--- config.mk ---
export PLATFORM = sky130hd
export DESIGN_NAME = tile_recorder
export DESIGN_NICKNAME = d
export VERILOG_FILES = /design/src/rtl/tile_recorder.sv
export SDC_FILE = /design/constraint.sdc
export NUM_CORES = 1
export LEC_CHECK = 0
export BUFFER_PORTS_ARGS = -buffer_cell sky130_fd_sc_hd__buf_2
export CAP_MARGIN = 20
export CORE_MARGIN = 2
export CORE_UTILIZATION = 25
export CTS_CLUSTER_DIAMETER = 80
export DETAILED_ROUTE_END_ITERATION = 8
export SYNTH_ARGS = -nofsm -noshare
export SYNTH_HDL_FRONTEND = slang
export SYNTH_SLANG_ARGS = --single-unit
--- constraint.sdc ---
create_clock -name clk -period 5.71 [get_ports clk]
set_input_delay 0.571 -clock clk [delete_from_list [all_inputs] [get_ports clk]]
set_output_delay 0.571 -clock clk [all_outputs]
set_load 0.02 [all_outputs]
--- src/rtl/tile_recorder.sv ---
`default_nettype none
// tile_recorder: folds every button press inside one beat into a 3-bit lane
// pattern, records one pattern per beat into chart memory, and offers a registered read port.
module tile_recorder #(
    parameter int DEPTH    = 100,
    parameter int ADDR_W   = 7,
    parameter int BEAT_DIV = 50000000
) (
    input  logic              clk,
    input  logic              rst,
    input  logic              btn1,
    input  logic              btn2,
    input  logic              btn3,
    input  logic              start,
    input  logic              stop,
    input  logic [ADDR_W-1:0] rd_addr,
    output logic [2:0]        rd_data,
    output logic              recording,
    output logic              done,
    output logic [ADDR_W-1:0] count,
    output logic [2:0]        LED
);
    localparam int                BEAT_W     = (BEAT_DIV > 1) ? $clog2(BEAT_DIV) : 1;
    localparam logic [BEAT_W-1:0] BEAT_LAST  = BEAT_W'(BEAT_DIV - 1);
    localparam logic [ADDR_W-1:0] LAST_ENTRY = ADDR_W'(DEPTH - 1);
    localparam logic [ADDR_W:0]   DEPTH_X    = (ADDR_W + 1)'(DEPTH);

    typedef enum logic [1:0] {
        IDLE = 2'd0,
        REC  = 2'd1,
        DONE = 2'd2
    } state_t;

    state_t              state;
    state_t              state_nx;
    logic [2:0]          btn_meta;
    logic [2:0]          btn_sync;
    logic [BEAT_W-1:0]   beat_cnt;
    logic [2:0]          acc;
    logic                tick;
    logic                take_start;
    logic [2:0]          mem [DEPTH];

    always_comb begin
        state_nx   = state;
        tick       = 1'b0;
        take_start = 1'b0;
        case (state)
            IDLE, DONE: begin
                if (start) begin
                    state_nx   = REC;
                    take_start = 1'b1;
                end
            end
            REC: begin
                tick = (beat_cnt == BEAT_LAST);
                // A stop on a tick still lets that beat's write land first.
                if ((tick && (count == LAST_ENTRY)) || stop) begin
                    state_nx = DONE;
                end
            end
            default: state_nx = IDLE;
        endcase
    end

    always_ff @(posedge clk or negedge rst) begin
        if (!rst) begin
            state <= IDLE;
        end else begin
            state <= state_nx;
        end
    end

    always_ff @(posedge clk or negedge rst) begin
        if (!rst) begin
            btn_meta <= 3'b000;
            btn_sync <= 3'b000;
            beat_cnt <= '0;
            acc      <= 3'b000;
            count    <= '0;
        end else begin
            btn_meta <= {btn3, btn2, btn1};
            btn_sync <= btn_meta;
            if (take_start) begin
                count    <= '0;
                beat_cnt <= '0;
                acc      <= 3'b000;
            end else if (state == REC) begin
                if (tick) begin
                    count    <= count + ADDR_W'(1);
                    beat_cnt <= '0;
                    acc      <= 3'b000;
                end else begin
                    beat_cnt <= beat_cnt + BEAT_W'(1);
                    acc      <= acc | btn_sync;
                end
            end
        end
    end

    // Chart storage survives reset and new takes; only ticks overwrite it.
    always_ff @(posedge clk) begin
        if (tick) begin
            mem[count] <= acc | btn_sync;
        end
    end

    always_ff @(posedge clk or negedge rst) begin
        if (!rst) begin
            rd_data <= 3'b000;
        end else begin
            rd_data <= ({1'b0, rd_addr} < DEPTH_X) ? mem[rd_addr] : 3'b000;
        end
    end

    assign recording = (state == REC);
    assign done      = (state == DONE);
    assign LED       = recording ? acc : 3'b000;

endmodule
`default_nettype wire

# After elaboration in Yosys (flattened, before gate mapping)
# Memory sizes are Yosys's and may differ from the RTL's.
# Cells that the tools add are included.
[word_totals] ff_bits=47 ramBits=300 in_bits=14 out_inout_bits=15 mem_count=1
[op_classes] addsub=2 n_lt_le_gt_ge=1 n_eq_ne=6 mux=19 bitwise=1 reduce_logical=8
[memory_table] memory="mem" words=100 width=3 read_ports=1 rd_ports_with_merged_regs=0 write_ports=1 line="42" rtl="logic [2:0] mem [DEPTH];"
[op_table] op="$mux W26" n=3
[op_table] op="$add A26 B1 Y26 const B" n=1
[op_table] op="$eq A26 B26 Y1 const B" n=1
[op_table] op="$mux W7" n=3
[op_table] op="$mux W3" n=5
[op_table] op="$add A7 B1 Y7 const B" n=1
[op_table] op="$eq A7 B7 Y1 const B" n=1
[op_table] op="$lt A7 B7 Y1 const B" n=1
[op_table] op="$mux W1" n=5
[op_table] op="$mux W2" n=2
[op_table] op="$pmux W2 S2" n=1
[op_table] op="$reduce_and A2 Y1" n=2
[op_table] op="$reduce_bool A2 Y1" n=2
[op_table] op="$or A3 B3 Y3" n=1
[op_table] op="$eq A2 B1 Y1 const B" n=1
[op_table] op="$eq A2 B2 Y1 const B" n=1
[op_table] op="$logic_not A2 Y1" n=1
[op_table] op="$ne A2 B1 Y1 const B" n=1
[op_table] op="$ne A2 B2 Y1 const B" n=1
[op_table] op="$reduce_or A2 Y1" n=1
[op_table] op="$logic_and A1 B1 Y1" n=1
[op_table] op="$logic_or A1 B1 Y1" n=1

# Depth between registers and ports, before layout
[depth] word_depth=5 ltp_mapped=9 depth_no_buf=6

# Least setup slack after synthesis
# OpenSTA, ideal clock, no wires.
[synth_timing] path_kind="input port to flip-flop" startpoint="input port rd_addr[0]" endpoint="register rd_data[0]" setup_time_ns=0.140 t_arrival_ns=2.139 required_ns=5.570 slack_ns=3.431 path_stages=7 cell_sequence="buf_6 buf_12 mux4_1 mux2_2 a221o_1 a32oi_1 o221ai_1"
[synth_via] elab_chain_cells=2 word_cells_on_any_way=3 classes_between="order compare (1); mux (1); memory (1)"
[synth_rtl] element="from (decl)" line="16" rtl="input logic [ADDR_W-1:0] rd_addr,"
[synth_rtl] element="$mem_v2 Z100 W3 / $lt A7 B7 Y1 (equally long branches)"
[synth_rtl] element="$mux W3 (*)" line="112" rtl="rd_data <= ({1'b0, rd_addr} < DEPTH_X) ? mem[rd_addr] : 3'b000;"
[synth_rtl] element="to (signal assigned)" line="112"
[synth_rtl] element="to (decl)" line="17" rtl="output logic [2:0] rd_data,"
# Mark *: on every way between the ends. The rest lies on a longest branch, timed or not.
# A chain may end at the register's enable or synchronous reset.

# Worst setup path after layout
[layout_timing] startpoint="register beat_cnt[10]" endpoint="memory mem[56][1] (enable)"
[layout_via] elab_chain_cells=4
[layout_rtl] element="from (decl)" line="38" rtl="logic [BEAT_W-1:0] beat_cnt;"
[layout_rtl] element="from (signal assigned)" line="94" rtl="beat_cnt <= beat_cnt + BEAT_W'(1);"
[layout_rtl] element="$eq A26 B26 Y1" line="56" rtl="tick = (beat_cnt == BEAT_LAST);"
[layout_rtl] element="$mux W1" line="48" rtl="case (state)"
[layout_rtl] element="$mux W1" line="103" rtl="if (tick) begin"
[layout_rtl] element="$mux W1 (not written as such)" line="104" rtl="mem[count] <= acc | btn_sync;"
[layout_rtl] element="to (decl)" line="42"
# Every way passes these cells.

==> impl_summary.txt <==
----------------------------------------------------
[Floorplan]
  Core region area ... ~57000 um2
  Die Footprint ... around 60000 um2
  Number of cell rows ... 87
  DIE WIDTH ... 244 um
  Num ports ... 29
  Height of the die ... 244 um
  Initial standard-cell utilization of the core ... approximately a quarter

[Timing]
  Maximum clock rate ... 304 MHz
  Setup repair after global routing missed its margin ... false
  Sum Neg Setup Slack ... 0 ps
  Crit share post-route ... between 50 and 60%
  Slew at the pin with the worst max-slew slack ... 1130 ps
  Final setup fails ... 0
  Layout Skew ... 24.9 ps
  Tmin final ... 3290 ps
  Final hold violation count ... 0
  Relative max-transition margin ... 24.2%
  Final Worst Setup Slack ... 2420 ps
  Final count of pins violating max slew ... 0

[Clock network]
  CTS tree ... yes
  Buffers inserted by post-CTS timing repair ... 0
  Maximum buffer depth of the clock tree ... 3
  Later-pin clock latency in the skew report ... 540 ps
  Post-cts repair resize count ... 0
  Clock transition at path regs ... 60 ps
  Hold-fix buffer count after cts ... 0
  Number of CTS-inserted buffers ... 37
  Clock tree root buffer cell ... sky130_fd_sc_hd__clkbuf_16
  Number of levels in the clock H-tree ... 2
  Number of sinks driven by the clock tree ... 347

[Global routing]
  Number of global-route vias before repair ... 8011
  Total congestion overflow after global routing ... 0
  Number of antenna violations at the first check in global routing ... 3
  Largest net degree at the start of global routing ... 101
  Global routing usage summed across all routing layers ... 10.7%
  First-pass GRT wire length ... 49000 um

[Setup path]
  Required time at the worst-slack endpoint ... around 5900 ps
  Arr. time, crit path ... 3460 ps
  Setup Crit Path Kind ... reg2reg
  Startpoint class of the critical path ... register
  Sort of element at the end of the critical path ... register
  Cells traversed along the worst timing path ... nor4b_1 > nand4_1 > nor4_1 > buf_4 > nand3_1 > nor2_1
  Cell family with most CP delay ... simple AND/OR/NAND/NOR gates
  Buffer and inverter count on the worst path ... 1
  Cell depth of the worst flop-to-flop path ... 6
  CP max stage cell ... sky130_fd_sc_hd__nand3_1
  Destination of the worst register-to-register timing path ... mem[56][1]
  Biggest fanout along the worst timing path ... 13
  CP max stage delay ... 820 ps
  R2R Setup Slk ... 2420 ps
  Reg2Reg Launch Point ... beat_cnt[10]

[Yosys]
  Cell types occupying the most area after synthesis ... sky130_fd_sc_hd__edfxtp_1, sky130_fd_sc_hd__dfrtp_1, sky130_fd_sc_hd__mux4_2, sky130_fd_sc_hd__nor2_1, sky130_fd_sc_hd__mux2i_1
  Count of cell types in the netlist ... 62
  Yosys top cell area share ... approximately 63%
  Warnings, synthesis ... 0
  Synthesized net count ... 894
  Number of synthesized flops with an enable pin ... 300
  Mean area per synthesized cell ... 16.4 um2
  Most area-hungry cell type in the Yosys netlist ... sky130_fd_sc_hd__edfxtp_1
  Number of register bits inferred by synthesis ... 347
  Ys async rst share ... 13.5%
  Synth Flop Type ... sky130_fd_sc_hd__edfxtp_1
  Post-Synthesis Cell Area ... 14400 um2
  Top cells by instance count after synthesis ... sky130_fd_sc_hd__edfxtp_1, sky130_fd_sc_hd__nor2_1, sky130_fd_sc_hd__mux4_2
  Post-synthesis sequential area ratio ... 70.8%
  Synthesized instance count ... just under 900
  Most repeated cell in the gate-level netlist after synthesis ... sky130_fd_sc_hd__edfxtp_1

[Drt]
  Post-DR wirelength/cell ... between 15 and 20 um
  Total length of routed wires ... 32200 um
  Routed vias ... between 7000 and 8000
  Vias/cell ... 4.61
  TritonRoute pass-1 iters ... 5
  Antenna Nets Post-Route ... 0
  Highest Signal Layer ... met5
  Routed met1 length ... 14600 um
  Met2 wirelength from detailed routing ... 14700 um
  Detailed-routed wire length on met3 ... 2120 um
  DR iter-0 viols ... 560
  Residual DRC ... 0

[Status]
  Outcome ... completed

[Pwr]
  Static power due to leakage ... ~5.3 nW
  Worst voltage drop across the vdd grid ... 0.000227 V
  Post-layout power ... between 0.005 and 0.006 W
  Power per cell area ... 346 nW/um2

[Placement]
  RD Place Congestion ... 0.795
  Setup slack at placement ... ~2300 ps
  Quantity of I/O buffers inserted on ports ... 28
  Post-DP HPWL ... ~19000 um

[Final layout]
  Layout cell share with drive strength beyond 1 ... 17.1%
  Post-layout nets ... between 900 and 1000
  Antenna diode count ... 0
  Layout-stage area growth over the synthesis result ... 14.5%

[Worst hold path]
  Type of the worst min-delay path ... in2async

[Flow run]
  Max-Cap Viols ... 0

----------------------------------------------------
[where the power goes]
group	total (W)	internal [W]	switching [W]
clock	0.00231	0.00135	0.000961
sequential	0.00295	0.00293	0.0000214
combinational	0.000440	0.000115	0.000326
[per-stage QoR]
stage / util, % / instances / cell area, um2 / hold slack [ps]
2_1_floorplan: - / 878 / 14400 / 275
3_3_place_gp: 27.0 / 1627 / 15300 / 336
3_5_place_dp: 27.0 / 1627 / 15300 / 335
4_1_cts: 29.1 / 1694 / 16500 / 139
5_1_grt: 29.1 / 1695 / 16500 / 141
6_report: 29.1 / 1695 / 16500 / 149
[state kept, by name, summed over array words and instances (netlist names)]
name and count:
mem 300, beat_cnt 26, count 7, acc 3, btn_meta 3, btn_sync 3, rd_data 3, state 2
[final cells by class]
cell class                 instances  area (um2)
clock buffer                      50        1020
clock inverter                    17         159
fill                            5689       40100
inverter                          12        45.0
multi-input combinational        472        3870
sequential                       347       10200
tap                              756         946
timing repair buffer              41         248
[worst reg2reg max path: cells and delay by family (launching register included)]
family        cells  cell delay, ps
simple gates      5            2300
flops             1             420
buf+inv           1             230
[cell families (layout without fill, tap and decap cells)]
group / Yosys count / count (layout) / synth area share (%)
mux: 107 / 107 / 12.9
simple gates: 271 / 271 / 8.83
compound gates: 71 / 71 / 3.71
flops: 347 / 347 / 70.8
xor+xnor: 21 / 21 / 1.28
buf+inv: 59 / 120 / 2.31
fa+ha+maj: 2 / 2 / 0.174
[cell usage in the layout, fill, tap and decap left out, types with 4 or more instances in the layout]
master and n:
sky130_fd_sc_hd__and4_1 4, sky130_fd_sc_hd__a21oi_1 11, sky130_fd_sc_hd__o22ai_1 5, sky130_fd_sc_hd__inv_1 10
sky130_fd_sc_hd__clkinv_1 5, sky130_fd_sc_hd__xor2_1 16, sky130_fd_sc_hd__nor4b_1 4, sky130_fd_sc_hd__edfxtp_1 300
sky130_fd_sc_hd__nor2_1 137, sky130_fd_sc_hd__clkbuf_1 10, sky130_fd_sc_hd__a211o_1 5, sky130_fd_sc_hd__clkbuf_16 38
sky130_fd_sc_hd__nand3b_1 4, sky130_fd_sc_hd__nand3_1 26, sky130_fd_sc_hd__dfrtp_1 47, sky130_fd_sc_hd__xnor2_1 5
sky130_fd_sc_hd__o21ai_0 8, sky130_fd_sc_hd__nand2_1 37, sky130_fd_sc_hd__nor2b_1 10, sky130_fd_sc_hd__nand4_1 13
sky130_fd_sc_hd__nand2b_1 7, sky130_fd_sc_hd__and2_1 5, sky130_fd_sc_hd__clkinv_2 7, sky130_fd_sc_hd__buf_2 27
sky130_fd_sc_hd__mux4_2 50, sky130_fd_sc_hd__mux2i_1 39, sky130_fd_sc_hd__and3_1 4, sky130_fd_sc_hd__o221ai_1 9
sky130_fd_sc_hd__mux2_2 9, sky130_fd_sc_hd__buf_4 13, sky130_fd_sc_hd__or4_1 4, sky130_fd_sc_hd__mux4_1 9
sky130_fd_sc_hd__a22o_1 6
[metal layers]
| layer | vias to the layer above | global-route usage (%) |
|---|---|---|
| met4 | 6 | 3.21 |
| met3 | 68 | 2.45 |
| li1 | 3491 | - |
| met5 | - | 0 |
| met2 | 253 | 16.6 |
| met1 | 4001 | 14.8 |
[worst max path at each step]
stage / start / to / slack (ps) / cells past startpoint
final: beat_cnt[10] / mem[56][1] / 2420 / 6
after global routing: beat_cnt[10] / mem[56][1] / 2170 / 6
after CTS: beat_cnt[10] / mem[63][2] / 2300 / 6
after detailed placement: rd_addr[1] / rd_data[1] / 2340 / 7
after global placement: rd_addr[1] / rd_data[1] / 2330 / 7
after floorplan: rd_addr[0] / rd_data[0] / 3430 / 7
Note: power is estimated with default switching activity, not from simulation.
